$ cat config.mk
export PLATFORM = sky130hd
export DESIGN_NAME = bias_bank_loader
export DESIGN_NICKNAME = d
export VERILOG_FILES = /design/src/rtl/bias_bank_loader_pkg.sv /design/src/rtl/bias_bank_loader_lane_reg.sv /design/src/rtl/bias_bank_loader.sv
export SDC_FILE = /design/constraint.sdc
export NUM_CORES = 1
export LEC_CHECK = 0
export BUFFER_PORTS_ARGS = -buffer_cell sky130_fd_sc_hd__buf_2
export CORE_ASPECT_RATIO = 0.7
export CORE_MARGIN = 10
export CORE_UTILIZATION = 57
export DETAILED_ROUTE_END_ITERATION = 10
export MAX_ROUTING_LAYER = met4
export PLACE_DENSITY = 0.86
export SLEW_MARGIN = 40
export SYNTH_ARGS = -nofsm -noshare
export SYNTH_HDL_FRONTEND = slang
export SYNTH_SLANG_ARGS = --single-unit
export TNS_END_PERCENT = 30
$ cat constraint.sdc
create_clock -name clk -period 2.5 [get_ports clk]
set_clock_uncertainty 0.05 [all_clocks]
set_input_delay 0.375 -clock clk [delete_from_list [all_inputs] [get_ports clk]]
set_output_delay 0.375 -clock clk [all_outputs]
set_load 0.01 [all_outputs]
$ cat src/rtl/bias_bank_loader_pkg.sv
// bias_bank_loader_pkg
//   Shared definitions for the bias bank loader: loader state encoding,
//   the default bias word width and the default lane count.
package bias_bank_loader_pkg;

  typedef enum logic {
    LOAD = 1'b0,
    FULL = 1'b1
  } load_state_t;

  localparam int BIAS_W          = 18;
  localparam int DEFAULT_N_LANES = 16;

endpackage

$ cat src/rtl/bias_bank_loader_lane_reg.sv
// bias_lane_reg
//   One bias lane: a shadow register written from the load stream and an
//   active register that takes the shadow value on promote.
//   Ports:
//     clk, rst_n  clock, async active-low reset
//     wr_en       write d into the shadow register
//     promote     copy shadow into active
//     d           incoming bias word
//     q           active bias word
module bias_lane_reg #(
  parameter int W = 18
) (
  input  logic         clk,
  input  logic         rst_n,
  input  logic         wr_en,
  input  logic         promote,
  input  logic [W-1:0] d,
  output logic [W-1:0] q
);

  logic [W-1:0] shadow;

  always_ff @(posedge clk or negedge rst_n) begin
    if (!rst_n) begin
      shadow <= '0;
      q      <= '0;
    end else begin
      if (wr_en)   shadow <= d;
      if (promote) q      <= shadow;
    end
  end

endmodule

$ cat src/rtl/bias_bank_loader.sv
// bias_bank_loader
//   Streams N_adder_tree bias words into a shadow bank, then promotes the
//   whole shadow bank into the active bank (q) on swap_req.
//   Ports:
//     clk, rst_n   clock, async active-low reset
//     in_valid/in_ready/in_data   bias word stream
//     swap_req     promote a full shadow bank
//     abort        discard the shadow load in progress
//     swap_ack     one-cycle pulse aligned with the q update
//     bank_valid   active bank holds a completed load
//     fill_count   words held in the shadow bank
//     q            active bank, lane k at q[W*(k+1)-1:W*k]
//
//   state | meaning
//   LOAD  | accepting words into the shadow bank
//   FULL  | shadow bank complete, waiting for swap_req or abort
module bias_bank_loader
  import bias_bank_loader_pkg::*;
#(
  parameter int N_adder_tree = DEFAULT_N_LANES,
  parameter int W            = BIAS_W
) (
  input  logic                                clk,
  input  logic                                rst_n,
  input  logic                                in_valid,
  output logic                                in_ready,
  input  logic [W-1:0]                        in_data,
  input  logic                                swap_req,
  input  logic                                abort,
  output logic                                swap_ack,
  output logic                                bank_valid,
  output logic [$clog2(N_adder_tree+1)-1:0]   fill_count,
  output logic [N_adder_tree*W-1:0]           q
);

  localparam int CW = $clog2(N_adder_tree + 1);
  localparam logic [CW-1:0] LAST = CW'(N_adder_tree - 1);

  load_state_t             state;
  logic                    accept;
  logic                    promote;
  logic [N_adder_tree-1:0] wr_en;

  assign in_ready = (state == LOAD);
  // abort suppresses both the write and the promote in its cycle
  assign accept   = in_valid && (state == LOAD) && !abort;
  assign promote  = swap_req && (state == FULL) && !abort;

  always_ff @(posedge clk or negedge rst_n) begin
    if (!rst_n) begin
      state      <= LOAD;
      fill_count <= '0;
      swap_ack   <= 1'b0;
      bank_valid <= 1'b0;
    end else begin
      swap_ack <= 1'b0;
      if (abort) begin
        state      <= LOAD;
        fill_count <= '0;
      end else begin
        case (state)
          LOAD: begin
            if (in_valid) begin
              fill_count <= fill_count + CW'(1);
              if (fill_count == LAST) state <= FULL;
            end
          end
          FULL: begin
            if (swap_req) begin
              state      <= LOAD;
              fill_count <= '0;
              swap_ack   <= 1'b1;
              bank_valid <= 1'b1;
            end
          end
          default: state <= LOAD;
        endcase
      end
    end
  end

  for (genvar k = 0; k < N_adder_tree; k++) begin : g_lane
    // the fill counter points at the next lane to be written
    assign wr_en[k] = accept && (fill_count == CW'(k));

    bias_lane_reg #(.W(W)) u_lane (
      .clk     (clk),
      .rst_n   (rst_n),
      .wr_en   (wr_en[k]),
      .promote (promote),
      .d       (in_data),
      .q       (q[W*k +: W])
    );
  end

endmodule

==> results.toml, run 1 <==
[status]
status = "complete, no violations"

[sta]
fin_crit_ps = 2247
slew_headroom = 0.5357
final_hold_viol_count = 0
setup_viol_count_final = 0
worstMarginPinSlew_ps = 696.4
rsz0062_at_grt = "no"
setup_tns_ps = 0
slew_viol_final = 0
hold_ws_ps = 97.05
clock.fmax_mhz = 445.1
timing.final.crit_share = 0.8986

[setup_path]
path_buf_inv = 1
cp.required_ps = 2910
critPathSlowestCell = "or4b_4"
startpoint = "fill_count[3]$_DFFE_PN0P_"
crit_type = "flop to flop"
critPathMaxStageDelay_ps = 670
path_depth = 4
cp.arrival_ps = 2660
worstReg2RegStart = "fill_count[3]$_DFFE_PN0P_"
cp-end-kind = "flop"
crit_family = "simple AND/OR/NAND/NOR gates"
r2r_slack_ps = 250
cp-start-kind = "flop"
path_cells = "or4b_4 > or3_1 > buf_4 > mux2_4"
worst-r2r-cell-count = 4
crit_fanout = 18

[global_routing]
gr-usage-all-layers = 0.2424
use_met2 = 0.3881
first_global_vias = 13640
grt_first_pass_wirelength_mm = 84.08
grtUsageMet3 = 0.05559
busiest_layer = "met2"
antenna_found_initial = 4
overflow = 0
grt_max_degree = 75
met1_usage = 0.3072

[routing]
dr_total_vias = 12440
drc = 0
dr.pass1.iters = 5
via_per_inst = 5.607
wl_per_cell_um = 24.76
wirelength_mm = 54.95
ant_nets = 0
drtIter0Drc = 754

[synth]
yosysWarnings = 0
synth_edf_count = 0
ys_seq_area_frac = 0.6617
synth_seq_cells = 584
synth_area_um2 = 22080
synth.distinct_cells = 38
syn-num-nets = 1327
syn_area_per_cell_um2 = 17.00
synth-async-reset-ratio = 1.000
netlist_instances = 1299
synth-main-ff-cell = "dfrtp_1"

[min_path]
min_path_cells = 3
holdCritStartpoint = "swap_req"
min-delay-path-class = "input pin to flop"

[floorplan]
rows = 60
start_util = 0.5757
pin_count = 319
die_h_um = 184.7
core_um2 = 38360
fp.dieW_um = 255.3
dieArea_um2 = 47140

[clocking]
cts_root_buffer = "clkbuf_16"
path_clk_slew_ps = 60
numCtsBuffers = 53
cts_tree = "done"
clock_latency_ps = 580
clockBufferDepth = 3
htreeDepth = 2
postCtsSetupBuffers = 0
cts.sinks = 584

[power_and_ir_drop]
p_leak_nw = 14.37
peakVddDrop_mv = 0.6191
powerDensity_nw_per_um2 = 742.2

[placement]
io_buffers = 318
place_hpwl_mm = 36.48
place_congestion = 0.8426

[final_layout]
utilization = 0.6891
nFillCells = 2445
syn_to_final_growth_pct = 19.69
drive_above_1_share = 0.6171
fin_nets = 1672

[flow_run]
max-cap-violations = 0
tightest hold or removal path, stage by stage:
cell     delay [ps]
buf_2           130
or3_1           120
a21oi_1          60
logic make-up after synthesis:
group                    after synthesis  synth area share
AO/OA/AOI/OAI                          7          0.002096
XOR/XNOR                               1         0.0003967
buffers and inverters                 84           0.01966
flip-flops                           584            0.6617
multiplexers                         577            0.2975
adder cells (fa/ha/maj)                5          0.002833
AND/OR/NAND/NOR                       41           0.01575
registers in the layout (all words and copies together), names as in the netlist:
register	count
fill_count	5
swap_ack	1
bank_valid	1
g_lane.u_lane.shadow	288
g_lane.u_lane.q	288
state	1
power by group:
part	leakage, nW	internal [mW]	switching, mW
sequential	7.96	9.97	0.308
clock	0.880	4.73	3.53
combinational	5.54	0.523	0.554
total	14.4	15.2	4.39
per-layer routing:
| metal | part of all wire | wire length, µm |
|---|---|---|
| met1 | 0.41 | 22680 |
| met5 | 0 | 0 |
| met3 | 0.072 | 3965 |
| met2 | 0.50 | 27250 |
| met4 | 0.019 | 1059 |
path summary, 6_finish.rpt:
kind                                                           end
max                        g_lane[1].u_lane.shadow[11]$_DFFE_PN0P_
min                                      fill_count[0]$_DFFE_PN0P_
max reg2reg                g_lane[1].u_lane.shadow[11]$_DFFE_PN0P_
min reg2reg                                 bank_valid$_DFFE_PN0P_
max in group asynchronous  g_lane[9].u_lane.shadow[13]$_DFFE_PN0P_
min in group asynchronous        g_lane[5].u_lane.q[5]$_DFFE_PN0P_
cell usage after synthesis, types with 2 or more instances:
library cell,n,area (µm²)
inv_1,8,30.03
nor3_2,3,30.03
clkbuf_1,44,165.2
mux2_4,20,300.3
buf_4,7,52.55
or3_1,4,25.02
ha_1,5,62.56
nor2_1,4,15.01
dfrtp_1,584,14610
buf_6,5,56.30
nor4_4,2,42.54
buf_2,18,90.09
mux2_2,556,6261
nand4_1,4,25.02
a21oi_1,3,15.01
nand2_1,2,7.510
buf_12,2,40.04
nor3_4,4,65.06
nor2b_1,2,12.51
nand2b_1,4,25.02
per-stage QoR:
step	total power [mW]	setup slack (ps)	area (µm²)	instances
finish	19.62	253.4	26430	2219
global route	20.28	196.4	26430	2217
CTS	19.75	249.7	26420	2214
detailed placement	11.53	211.6	24620	2115
global placement	11.43	244.6	24620	2115
floorplan	10.93	172.2	22080	1299
cells in the final DEF, fill, tap and decap left out, types with 3 or more instances in the layout:
cell type,synthesis,layout
buf_2,18,317
mux2_2,556,556
or3_1,4,4
ha_1,5,5
clkinvlp_4,0,3
nor3_4,4,7
bufinv_16,0,4
diode_2,0,5
nand4_1,4,4
a21oi_1,3,3
clkbuf_8,0,13
clkbuf_1,44,11
clkbuf_16,0,53
buf_4,7,24
mux2_4,20,20
nand2b_1,4,4
buf_12,2,23
nor2_1,4,4
dfrtp_1,584,584
inv_1,8,8
clkinv_2,0,9
layout make-up:
class                   instances  area, µm²  share of cell area
flip-flops and latches        584      14610              0.5528
repair buffers                366       2252             0.08520
diodes                          5      12.51           0.0004733
well taps                     527      659.4             0.02494
clock buffers                  77       1546             0.05850
multi-input cells             631       7071              0.2675
inverters                       8      30.03            0.001136
clock inverters                21      249.0            0.009419
timing repair:
item | 4_1_cts | 5_1_grt
endpoints found under the hold margin | 51 | 0
resized for setup | 0 | 0
hold buffers | 1 | 0
(Power assumes the default switching activity.)
==> inputs of run 2 (changes only) <==
--- a/config.mk
+++ b/config.mk
@@ -6,12 +6,15 @@
 export NUM_CORES = 1
 export LEC_CHECK = 0
 export BUFFER_PORTS_ARGS = -buffer_cell sky130_fd_sc_hd__buf_2
+export CELL_PAD_IN_SITES_DETAIL_PLACEMENT = 0
+export CELL_PAD_IN_SITES_GLOBAL_PLACEMENT = 1
 export CORE_ASPECT_RATIO = 0.7
 export CORE_MARGIN = 10
-export CORE_UTILIZATION = 57
+export CORE_UTILIZATION = 48
 export DETAILED_ROUTE_END_ITERATION = 10
 export MAX_ROUTING_LAYER = met4
-export PLACE_DENSITY = 0.86
+export PLACE_DENSITY = 0.85
+export RECOVER_POWER = 25
 export SLEW_MARGIN = 40
 export SYNTH_ARGS = -nofsm -noshare
 export SYNTH_HDL_FRONTEND = slang
==> results.toml, run 2 (synthesis gave the netlist of run 1 again) <==
[placement]
place_congestion = 0.7867
place_hpwl_mm = 37.23
io_buffers = 318
dp.cells = 2197

[sta]
setup_viol_count_final = 0
setup_tns_ps = 0
rsz0062_at_grt = "no"
slew_headroom = -0.1624
final_hold_viol_count = 0
timing.final.crit_share = 0.8708
worstMarginPinSlew_ps = 1744
slew_viol_final = 56
clock.fmax_mhz = 459.4
fin_crit_ps = 2177

[global_routing]
grt_first_pass_wirelength_mm = 83.30
antenna_found_initial = 3
gr-usage-all-layers = 0.2015
grt_max_degree = 64
overflow = 0
first_global_vias = 13340

[routing]
ant_nets = 0
dr_total_vias = 12080
wl_per_cell_um = 23.68
wirelength_mm = 54.30
dr.pass1.iters = 6
drtIter0Drc = 596
drc = 0
via_per_inst = 5.267

[final_layout]
layout_commonest_cell = "dfrtp_1"
utilization = 0.5836
drive_above_1_share = 0.6145
fin_nets = 1678
fin_cells = 2293
final_cell_mix = "dfrtp_1, mux2_2, buf_2"
syn_to_final_growth_pct = 19.71
reg.largest.list = "g_lane.u_lane.q x288, g_lane.u_lane.shadow x288, fill_count x5"

[setup_path]
r2r_slack_ps = 320
cp-start-kind = "flop"
cp.required_ps = 2920
worstReg2RegStart = "fill_count[0]$_DFFE_PN0P_"
cp-end-kind = "flop"
reg2reg_to = "g_lane[15].u_lane.shadow[15]$_DFFE_PN0P_"
worst-r2r-cell-count = 7
crit_type = "flop to flop"
cp.arrival_ps = 2600
crit_fanout = 10

[floorplan]
die_h_um = 199.5
dieArea_um2 = 55130
core_um2 = 45300
start_util = 0.4875
rows = 65
pin_count = 319
fp.dieW_um = 276.4

[clocking]
cts_tree = "done"
cts.sinks = 584
clockBufferDepth = 3
numCtsBuffers = 53
cts_root_buffer = "clkbuf_16"
htreeDepth = 2
path_clk_slew_ps = 70
post_cts_resized = 0
clock_latency_ps = 580
postCtsSetupBuffers = 0

[power_and_ir_drop]
swShare = 0.2212
p_leak_nw = 14.34
p_switching_mw = 4.290
combPwrFrac = 0.054
powerDensity_nw_per_um2 = 733.6
power_frac_seq = 0.529
power.total_mw = 19.40
clkPwrFrac = 0.417
peakVddDrop_mv = 0.4327
internal-power_mw = 15.11

[flow_run]
max-cap-violations = 1

[status]
violations = "capacitance limit, slew limit"
status = "finished with violations"

[min_path]
min-delay-path-class = "input pin to flop"
min_to = "fill_count[2]$_DFFE_PN0P_"
min_path_cells = 3
holdCritStartpoint = "swap_req"
[run 2: per-layer routing]
metal / vias to the layer above / GRT usage / share of wire / wire length, µm
li1: 5309 / - / - / -
met1: 6461 / 0.2684 / 0.45 / 24570
met2: 250 / 0.3186 / 0.48 / 26050
met3: 57 / 0.03998 / 0.053 / 2851
met4: 0 / 0.04402 / 0.015 / 833
met5: - / - / 0 / 0
[run 2: power by group through the flow]
stage | logic (mW) | clock network (mW) | registers [mW]
floorplan | 0.598 | 0 | 10.3
global placement | 1.04 | 0 | 10.4
detailed placement | 1.09 | 0 | 10.4
CTS | 1.10 | 8.26 | 10.3
global route | 1.16 | 8.62 | 10.3
finish | 1.05 | 8.08 | 10.3
[run 2: critical path: stages, from the launching register on]
cell,delay (ps)
dfrtp_1,470
ha_1,280
inv_1,140
nor2_1,130
ha_1,160
nor4bb_4,220
buf_4,260
mux2_2,350
[run 2: worst max-delay path by stage]
stage                                          from                                  endpoint  slack (ps)  depth (start not counted)
after floorplan           fill_count[0]$_DFFE_PN0P_   g_lane[15].u_lane.shadow[0]$_DFFE_PN0P_         170                          8
after global placement                        abort   g_lane[1].u_lane.shadow[12]$_DFFE_PN0P_         300                          5
after detailed placement                      abort    g_lane[1].u_lane.shadow[8]$_DFFE_PN0P_         300                          5
after CTS                 fill_count[0]$_DFFE_PN0P_   g_lane[15].u_lane.shadow[8]$_DFFE_PN0P_         330                          7
after global routing                          rst_n        g_lane[12].u_lane.q[6]$_DFFE_PN0P_          80                          3
final                     fill_count[0]$_DFFE_PN0P_  g_lane[15].u_lane.shadow[15]$_DFFE_PN0P_         320                          7
[run 2: metrics by stage]
step                      area (µm²)  setup WS, ps  hold WS (ps)
after floorplan                22080         172.2         29.41
after global placement         24760         304.9         346.3
after detailed placement       24760         304.5         349.5
after CTS                      26490         333.5         59.38
after global routing           26430         81.51         94.04
final                          26440         323.0         89.07
[run 2: timing repair]
item	CTS	global route
setup endpoints to repair	0	0
hold buffers	1	0
hold endpoints to repair	41	0
[run 2: area by class of cell]
class,count,area [µm²]
Antenna cell,4,10.01
Clock buffer,78,1520
Clock inverter,13,200.2
Fill cell,3432,18860
Inverter,8,30.03
Multi-Input combinational cell,631,7071
Sequential cell,584,14610
Tap cell,603,754.5
Timing Repair Buffer,372,2238
